$ cat src/rtl/id_ex_stage.sv
// ID/EX pipeline register with load-use stall detection, WB same-cycle bypass and a stall counter.
// One cycle from ID to EX. A load-use hazard or hold drops pc_write/if_id_write in the same cycle.
module id_ex_stage #(
  parameter int DW    = 32,
  parameter int CNT_W = 16
) (
  input  logic             clk,
  input  logic             rst,
  input  logic             hold,
  input  logic             flush,
  input  logic [4:0]       id_rs,
  input  logic [4:0]       id_rt,
  input  logic [4:0]       id_rd,
  input  logic             id_use_rs,
  input  logic             id_use_rt,
  input  logic [DW-1:0]    id_a,
  input  logic [DW-1:0]    id_b,
  input  logic [DW-1:0]    id_imm,
  input  logic             id_reg_w,
  input  logic             id_mem_r,
  input  logic             id_mem_w,
  input  logic             id_mem_to_reg,
  input  logic             id_alu_src,
  input  logic             id_reg_dst,
  input  logic [3:0]       id_alu_op,
  input  logic             wb_reg_w,
  input  logic [4:0]       wb_addr,
  input  logic [DW-1:0]    wb_data,
  output logic             ex_valid,
  output logic [4:0]       ex_rs,
  output logic [4:0]       ex_rt,
  output logic [4:0]       ex_wr_addr,
  output logic [DW-1:0]    ex_a,
  output logic [DW-1:0]    ex_b,
  output logic [DW-1:0]    ex_imm,
  output logic             ex_reg_w,
  output logic             ex_mem_r,
  output logic             ex_mem_w,
  output logic             ex_mem_to_reg,
  output logic             ex_alu_src,
  output logic [3:0]       ex_alu_op,
  output logic             pc_write,
  output logic             if_id_write,
  output logic [CNT_W-1:0] stall_cnt
);

  typedef struct packed {
    logic          valid;
    logic [4:0]    rs;
    logic [4:0]    rt;
    logic [4:0]    wr_addr;
    logic [DW-1:0] a;
    logic [DW-1:0] b;
    logic [DW-1:0] imm;
    logic          reg_w;
    logic          mem_r;
    logic          mem_w;
    logic          mem_to_reg;
    logic          alu_src;
    logic [3:0]    alu_op;
  } ex_t;

  ex_t  ex_q;
  ex_t  ex_d;
  logic lu;
  logic rs_hit;
  logic rt_hit;

  always_comb begin
    rs_hit = id_use_rs && (ex_q.wr_addr == id_rs);
    rt_hit = id_use_rt && (ex_q.wr_addr == id_rt);
    lu     = ex_q.valid && ex_q.mem_r && (ex_q.wr_addr != 5'd0) && (rs_hit || rt_hit);
  end

  assign pc_write    = ~(lu | hold);
  assign if_id_write = ~(lu | hold);

  // Register file writes at the end of WB, so a same-cycle read must see wb_data instead.
  always_comb begin
    ex_d            = '0;
    ex_d.valid      = 1'b1;
    ex_d.rs         = id_rs;
    ex_d.rt         = id_rt;
    ex_d.wr_addr    = id_reg_dst ? id_rd : id_rt;
    ex_d.a          = (wb_reg_w && (wb_addr != 5'd0) && (wb_addr == id_rs)) ? wb_data : id_a;
    ex_d.b          = (wb_reg_w && (wb_addr != 5'd0) && (wb_addr == id_rt)) ? wb_data : id_b;
    ex_d.imm        = id_imm;
    ex_d.reg_w      = id_reg_w;
    ex_d.mem_r      = id_mem_r;
    ex_d.mem_w      = id_mem_w;
    ex_d.mem_to_reg = id_mem_to_reg;
    ex_d.alu_src    = id_alu_src;
    ex_d.alu_op     = id_alu_op;
  end

  always_ff @(posedge clk) begin
    if (rst) begin
      ex_q      <= '0;
      stall_cnt <= '0;
    end else if (!hold) begin
      if (flush || lu) ex_q <= '0;
      else             ex_q <= ex_d;
      // A flush already redirects fetch, so a coincident hazard is not counted as a stall.
      if (lu && !flush && (stall_cnt != {CNT_W{1'b1}}))
        stall_cnt <= stall_cnt + 1'b1;
    end
  end

  assign ex_valid      = ex_q.valid;
  assign ex_rs         = ex_q.rs;
  assign ex_rt         = ex_q.rt;
  assign ex_wr_addr    = ex_q.wr_addr;
  assign ex_a          = ex_q.a;
  assign ex_b          = ex_q.b;
  assign ex_imm        = ex_q.imm;
  assign ex_reg_w      = ex_q.reg_w;
  assign ex_mem_r      = ex_q.mem_r;
  assign ex_mem_w      = ex_q.mem_w;
  assign ex_mem_to_reg = ex_q.mem_to_reg;
  assign ex_alu_src    = ex_q.alu_src;
  assign ex_alu_op     = ex_q.alu_op;

endmodule

$ cat config.mk
export PLATFORM = sky130hd
export DESIGN_NAME = id_ex_stage
export DESIGN_NICKNAME = d
export VERILOG_FILES = /design/src/rtl/id_ex_stage.sv
export SDC_FILE = /design/constraint.sdc
export NUM_CORES = 1
export LEC_CHECK = 0
export ABC_AREA = 1
export CORE_ASPECT_RATIO = 2
export CORE_MARGIN = 2
export CORE_UTILIZATION = 30
export CTS_BUF_LIST = sky130_fd_sc_hd__clkbuf_2 sky130_fd_sc_hd__clkbuf_4 sky130_fd_sc_hd__clkbuf_8
export DETAILED_ROUTE_END_ITERATION = 7
export GPL_TIMING_DRIVEN = 0
export SLEW_MARGIN = 20
export SYNTH_ARGS = -nofsm -noshare
export SYNTH_HDL_FRONTEND = slang
export SYNTH_SLANG_ARGS = --single-unit
$ cat constraint.sdc
create_clock -name clk -period 3.6 [get_ports clk]
set_clock_uncertainty 0.15 [all_clocks]
set_input_delay 0.72 -clock clk [delete_from_list [all_inputs] [get_ports clk]]
set_output_delay 0.72 -clock clk [all_outputs]
set_load 0.01 [all_outputs]
==> results.md, run 1 <==
- GRT Util Overall: 0.222
- Pwr per Cell Area: 318 nW/µm²
- Die area: 25800 µm²
- Starting Density: 0.306
- Placer congestion estimate: 0.921
- Setup TNS: 0 ps
- Antenna violations before repair: 1
- Synth Warn #: 0
- Drt drc: 0
- CTS tree: built
- Hold Buf Count CTS: 0
- Reg2Reg Depth: 11
- Min-Delay Path Class: reg2reg
- CP arrival: 2660 ps
- Die W: 114 µm
- Final cell count without fillers: 1824
- Overflow after GRT: 0
- Final WL: 28600 µm
- Share of cells above drive strength 1: 0.0840
- TritonRoute pass-1 iters: 5
- Clock-pin slew on the worst setup and hold paths: 70 ps
- Max layer used: met4
- WL/cell: 15.7 µm
- Met3 wire len: 1480 µm
- Initial drt markers: 375
- Site Rows: 80
- Final Total Pwr: 3.51 mW
- DP Cell Count: 1794
- Routed Antenna Nets: 0
- Via/cell ratio: 4.60
- Endpoints failing hold: 0
- Outcome: finished clean
- Port Buf Inserts: 300
- Synth cell types: 22
- Core Area: 23900 µm²
- Syn nets: 1373
- DP Wirelength: 22700 µm
- Endpoints failing setup: 0
- Sequential standard cell area: 2740 µm²
- First-pass GRT wire length: 43400 µm
- CTS Buffer Depth: 2
- Crit end category: output port
- Fill cell count: 2527
- I/O Pins: 304
- H-tree depth: 4
- Final Core Density: 0.462
- Fin crit period: 3530 ps
- Multi-input logic area: 3560 µm²
- Hold Worst Slack: 316 ps
- Vias in the first global route: 8213
- Num Clock Sinks: 137
- IR drop worst, VDD: 241 µV
- Final Net Count: 1691
- Hold path depth: 2
- Fmax: 0.283 GHz
- Max_cap viols: 0
- Met2 Routed Length: 15900 µm
- Slew Limit Fails: 0
- Clock buffer count from CTS: 17
- Die height: 225 µm
- CTS root buf: clkbuf_8
- RSZ-0062 raised after global routing: false
- Pin count of the biggest net entering global routing: 20
- Met1 wire length: 10200 µm
- Req. time, crit path: 2730 ps
- Post-Synthesis Cell Area: 7320 µm²
- Yosys reg bits: 137
- Tightest Pin Transition: 682 ps
- Register area share after synthesis: 0.375
- Area added between synthesis and finish: 50.8%
- Leakage power: 5.32 nW
- Part of the cycle the worst path needs: 0.982
- Synth Area per Inst: 6.07 µm²
- Slew margin rel.: 0.545
- Latest clock arrival within the worst-skew pair: 490 ps
- Worst-path maximum fanout: 4
- Setup Crit Path Kind: in2out
- Cells after Synth: 1207
- Vias after detailed routing: 8390
- Critical path startpoint category: input port
==> synthesized netlist by cell type (all sizes together) <==
cell | number | area [µm²]
nand3b | 1 | 7.51
nand3 | 81 | 420
nand4 | 61 | 388
o21ai | 5 | 25.0
a21oi | 62 | 310
nor2 | 244 | 931
ha | 1 | 12.5
xor2 | 14 | 123
buf | 40 | 245
dfxtp | 137 | 2740
clkbuf | 36 | 135
nor3 | 6 | 30.0
inv | 172 | 646
nand2 | 347 | 1310
==> what timing repair did <==
item,CTS,global route
gates resized for setup,0,1
endpoints found under the setup margin,2,1
pin swaps,0,0
setup buffers,0,0
==> worst paths after layout <==
| check | startpoint | to | slack [ps] |
|---|---|---|---|
| worst max-delay path | id_rt[0] | pc_write | 70 |
| worst min-delay path | ex_imm[22]$_SDFFE_PP0N_ | ex_imm[22]$_SDFFE_PP0N_ | 320 |
| worst max register to register | stall_cnt[1]$_SDFFE_PP0P_ | stall_cnt[6]$_SDFFE_PP0P_ | 1580 |
| worst min register to register | ex_imm[22]$_SDFFE_PP0N_ | ex_imm[22]$_SDFFE_PP0N_ | 320 |
==> cell families (layout without fill, tap and decap cells) <==
family,Yosys count,count (layout),synth area share
AOI/OAI and AO/OA,67,67,0.0458
buffers and inverters,248,577,0.140
DFF,137,137,0.375
xor gates and xnor gates,14,14,0.0167
other,0,1,0
and+or+nand+nor,740,740,0.421
adders and majority gates,1,1,0.00171
==> layout by cell type, fill, tap and decap left out <==
master / instances
a21oi_1: 61
clkinv_4: 1
nor3_1: 6
ha_1: 1
inv_1: 122
clkinv_2: 4
nor2_1: 238
o21ai_0: 5
clkbuf_1: 35
diode_2: 1
nand4_1: 60
a21oi_2: 1
clkbuf_4: 3
nand3b_1: 1
bufinv_16: 1
nand3_2: 3
dfxtp_1: 137
nand3_1: 78
clkdlybuf4s50_1: 300
buf_6: 6
nand4_2: 1
nor2_2: 6
buf_2: 25
buf_4: 5
buf_1: 4
clkinvlp_4: 2
xor2_1: 14
nand2_2: 2
inv_2: 50
clkbuf_8: 19
nand2_1: 345
==> stage by stage <==
step	cell area [µm²]	setup WS, ps
finish	11000	65.5
global route	11000	27.0
floorplan	7320	986
global placement	10700	-328
CTS	11000	8.28
detailed placement	10700	-309
==> power breakdown <==
group / total [mW] / internal, mW / switching, mW
Combinational: 0.696 / 0.347 / 0.349
Clock: 1.22 / 0.592 / 0.627
Sequential: 1.60 / 1.57 / 0.0306
Total: 3.51 / 2.51 / 1.01
==> critical path: stages <==
cell             delay (ps)
clkdlybuf4s50_1         560
inv_1                   200
nand2_1                  60
nand2_1                  60
nor2_1                   40
nand3_1                  80
nand2_2                  90
a21oi_2                 200
buf_4                   140
clkdlybuf4s50_1         520
==> per-layer routing <==
metal,vias up,track usage
met5,-,0
met4,0,0.106
met3,52,0.0487
met2,258,0.431
met1,3757,0.214
li1,4323,-
==> area by class of cell <==
class,instances,area share
clock buffer,22,0.0257
multi-input combinational,822,0.322
inverter,172,0.0585
clock inverter,8,0.00668
tap,287,0.0325
antenna,1,0.000227
buffer,75,0.0341
timing repair buffer,300,0.272
sequential,137,0.248
Note: power is estimated with default switching activity, not from simulation.
==> inputs of run 2 (changes only) <==
==> constraint.sdc (replaced) <==
create_clock -name clk -period 3.6 [get_ports clk]
set_clock_uncertainty 0.15 [all_clocks]
set_input_delay 0.9 -clock clk [delete_from_list [all_inputs] [get_ports clk]]
set_output_delay 0.9 -clock clk [all_outputs]
set_load 0.01 [all_outputs]
==> run 2 against run 1 <==
First-iteration DRC count up 2.7%. Global-route usage is essentially flat. Core utilization about the same. Critical path type unchanged.
==> results.md, run 2 (synthesis results as in run 1) <==
- Met2 Track Usage GR: 0.431 (unchanged)
- Site Rows: 80 (unchanged)
- Clk pwr share: 0.347 (about the same)
- First-pass GRT wire length: 43400 µm (about the same)
- Starting Density: 0.306 (unchanged)
- Port Buf Inserts: 300 (unchanged)
- Via/cell ratio: 4.59 (-0.17%)
- Vias in the first global route: 8213 (unchanged)
- Commonest non-fill, non-tap cell in the layout: nand2_1
- Slew margin rel.: 0.551 (+0.00578)
- RSZ-0062 raised after global routing: false
- H-tree depth: 4 (unchanged)
- Leakage power: 5.34 nW (+0.48%)
- DP Wirelength: 22700 µm (unchanged)
- Outcome: finished clean
- Drt drc: 0 (unchanged)
- GR Layer Usage met1: 0.214 (unchanged)
- Final Net Count: 1693 (+0.12%)
- Busiest grt layer: met2
- Fin crit period: 3550 ps (+18.8 ps)
- Min-Delay Path Class: reg2reg
- Fill cell count: 2533 (+0.24%)
- CTS Buffer Depth: 2 (unchanged)
- Critical register-to-register path startpoint: ex_wr_addr[3]$_SDFFE_PP0N_
- Met3 GRT Util: 0.0487 (unchanged)
- Final WL: 28600 µm (about the same)
- IR drop worst, VDD: 241 µV (+0.28%)
- Core Area: 23900 µm² (unchanged)
- Commonest cells after routing, fill and taps aside: nand2_1 (345), clkdlybuf4s50_1 (290), nor2_1 (238), dfxtp_1 (137), inv_1 (121)
- Die area: 25800 µm² (unchanged)
- Antenna violations before repair: 1 (unchanged)
- Hold Buf Count CTS: 0 (unchanged)
- Endpoints failing hold: 0 (unchanged)
- DP Cell Count: 1794 (unchanged)
- I/O Pins: 304 (unchanged)
- Pint: 2.50 mW (about the same)
- Clock buffer count from CTS: 17 (unchanged)
- Fmax: 0.281 GHz (-0.53%)
- HP Start: ex_imm[22]$_SDFFE_PP0N_
- Max_cap viols: 0 (unchanged)
- TritonRoute pass-1 iters: 4 (-1)
- Die height: 225 µm (unchanged)
- Slew Limit Fails: 0 (unchanged)
- Vias after detailed routing: 8385 (-0.060%)
- Routed Antenna Nets: 0 (unchanged)
- Share of cells above drive strength 1: 0.0871 (+0.00314)
- Latest clock arrival within the worst-skew pair: 490 ps (about the same)
- Area added between synthesis and finish: 50.9% (about the same)
- Placer congestion estimate: 0.921 (unchanged)
- Critical path startpoint category: input port
- Pwr per Cell Area: 318 nW/µm² (-0.13%)
- Endpoints failing setup: 0 (unchanged)
- Clock-pin slew on the worst setup and hold paths: 80 ps (about the same)
- Final cell count without fillers: 1826 (+0.11%)
- CTS root buf: clkbuf_8
- Crit end category: output port
- Initial drt markers: 385 (+2.7%)
- Psw: 1.01 mW (about the same)
- Num Clock Sinks: 137 (unchanged)
- CP arrival: 2500 ps (-160 ps)
- Final Core Density: 0.462 (about the same)
- Fin area: 11100 µm² (about the same)
- GRT Util Overall: 0.222 (about the same)
- Tightest Pin Transition: 673 ps (-8.66 ps)
- CTS tree: built
- Setup Crit Path Kind: in2out
- Overflow after GRT: 0 (unchanged)
- Sw Ratio: 0.287 (about the same)
- Req. time, crit path: 2550 ps (-180 ps)
- Seq pwr share: 0.455 (about the same)
- Part of the cycle the worst path needs: 0.987 (+0.00522)
- WL/cell: 15.7 µm (about the same)
- CP startpoint: id_rt[0]
- Placed Area: 10700 µm² (unchanged)
- Comb power frac: 0.198 (about the same)
- Worst-path maximum fanout: 4 (unchanged)
- Die W: 114 µm (unchanged)
- Pin count of the biggest net entering global routing: 20 (unchanged)
-- run 2: cell types whose count changed in the layout (fill, tap and decap cells not counted) --
cell             previous run  this run
clkdlybuf4s50_1           300       290
dlygate4sd2_1               0         9
clkbuf_1                   35        34
a21oi_2                     1         0
a21oi_4                     0         1
buf_4                       5         7
inv_2                      50        51
inv_1                     122       121
clkbuf_2                    0         2
-- run 2: final timing paths --
check,endpoint,slack (ps),cells past startpoint
max,pc_write,50,10
min,ex_imm[22]$_SDFFE_PP0N_,320,2
max reg2reg,ex_a[13]$_SDFFE_PP0N_,1580,13
min reg2reg,ex_imm[22]$_SDFFE_PP0N_,320,2
-- run 2: per-layer routing --
layer / wire length [µm] / vias up
met1: 10300 / 3746
met4: 1110 / 0
met5: 0 / -
met2: 15800 / 255
li1: - / 4330
met3: 1420 / 54
-- run 2: worst max-delay path, stage by stage --
cell,delay [ps]
dlygate4sd2_1,330
inv_2,120
nand2_1,50
nand2_1,60
nor2_1,40
nand3_1,70
nand2_2,100
a21oi_4,180
buf_4,130
clkdlybuf4s50_1,520
-- run 2: stage by stage --
stage / setup TNS [ps] / setup slack (ps) / hold WS [ps] / power [mW]
after floorplan: 0 / 626 / 340 / 1.93
after global placement: -1260 / -688 / 303 / 2.33
after detailed placement: -1220 / -669 / 308 / 2.33
after CTS: 0 / 63.0 / 319 / 3.56
after global routing: 0 / 10.1 / 334 / 3.68
final: 0 / 46.8 / 316 / 3.51
-- run 2: power groups by stage --
| stage | Combinational [mW] | Sequential [mW] | Clock [mW] |
|---|---|---|---|
| 6_report | 0.694 | 1.60 | 1.22 |
| 5_1_grt | 0.762 | 1.60 | 1.31 |
| 4_1_cts | 0.701 | 1.60 | 1.27 |
| 3_5_place_dp | 0.701 | 1.63 | 0 |
| 3_3_place_gp | 0.699 | 1.63 | 0 |
| 2_1_floorplan | 0.272 | 1.65 | 0 |
-- run 2: layout make-up --
type | count | area (µm²) | area share
Tap cell | 287 | 359 | 0.0325
Multi-Input combinational cell | 822 | 3570 | 0.323
Timing Repair Buffer | 302 | 3000 | 0.272
Buffer | 75 | 378 | 0.0342
Clock buffer | 22 | 284 | 0.0257
Inverter | 172 | 646 | 0.0584
Clock inverter | 8 | 73.8 | 0.00668
Antenna cell | 1 | 2.50 | 0.000226
Sequential cell | 137 | 2740 | 0.248
-- run 2: repair_timing --
action,4_1_cts,5_1_grt
buffers inserted,0,2
pin swaps,0,0
resized for setup,14,2
endpoints found under the setup margin,2,1
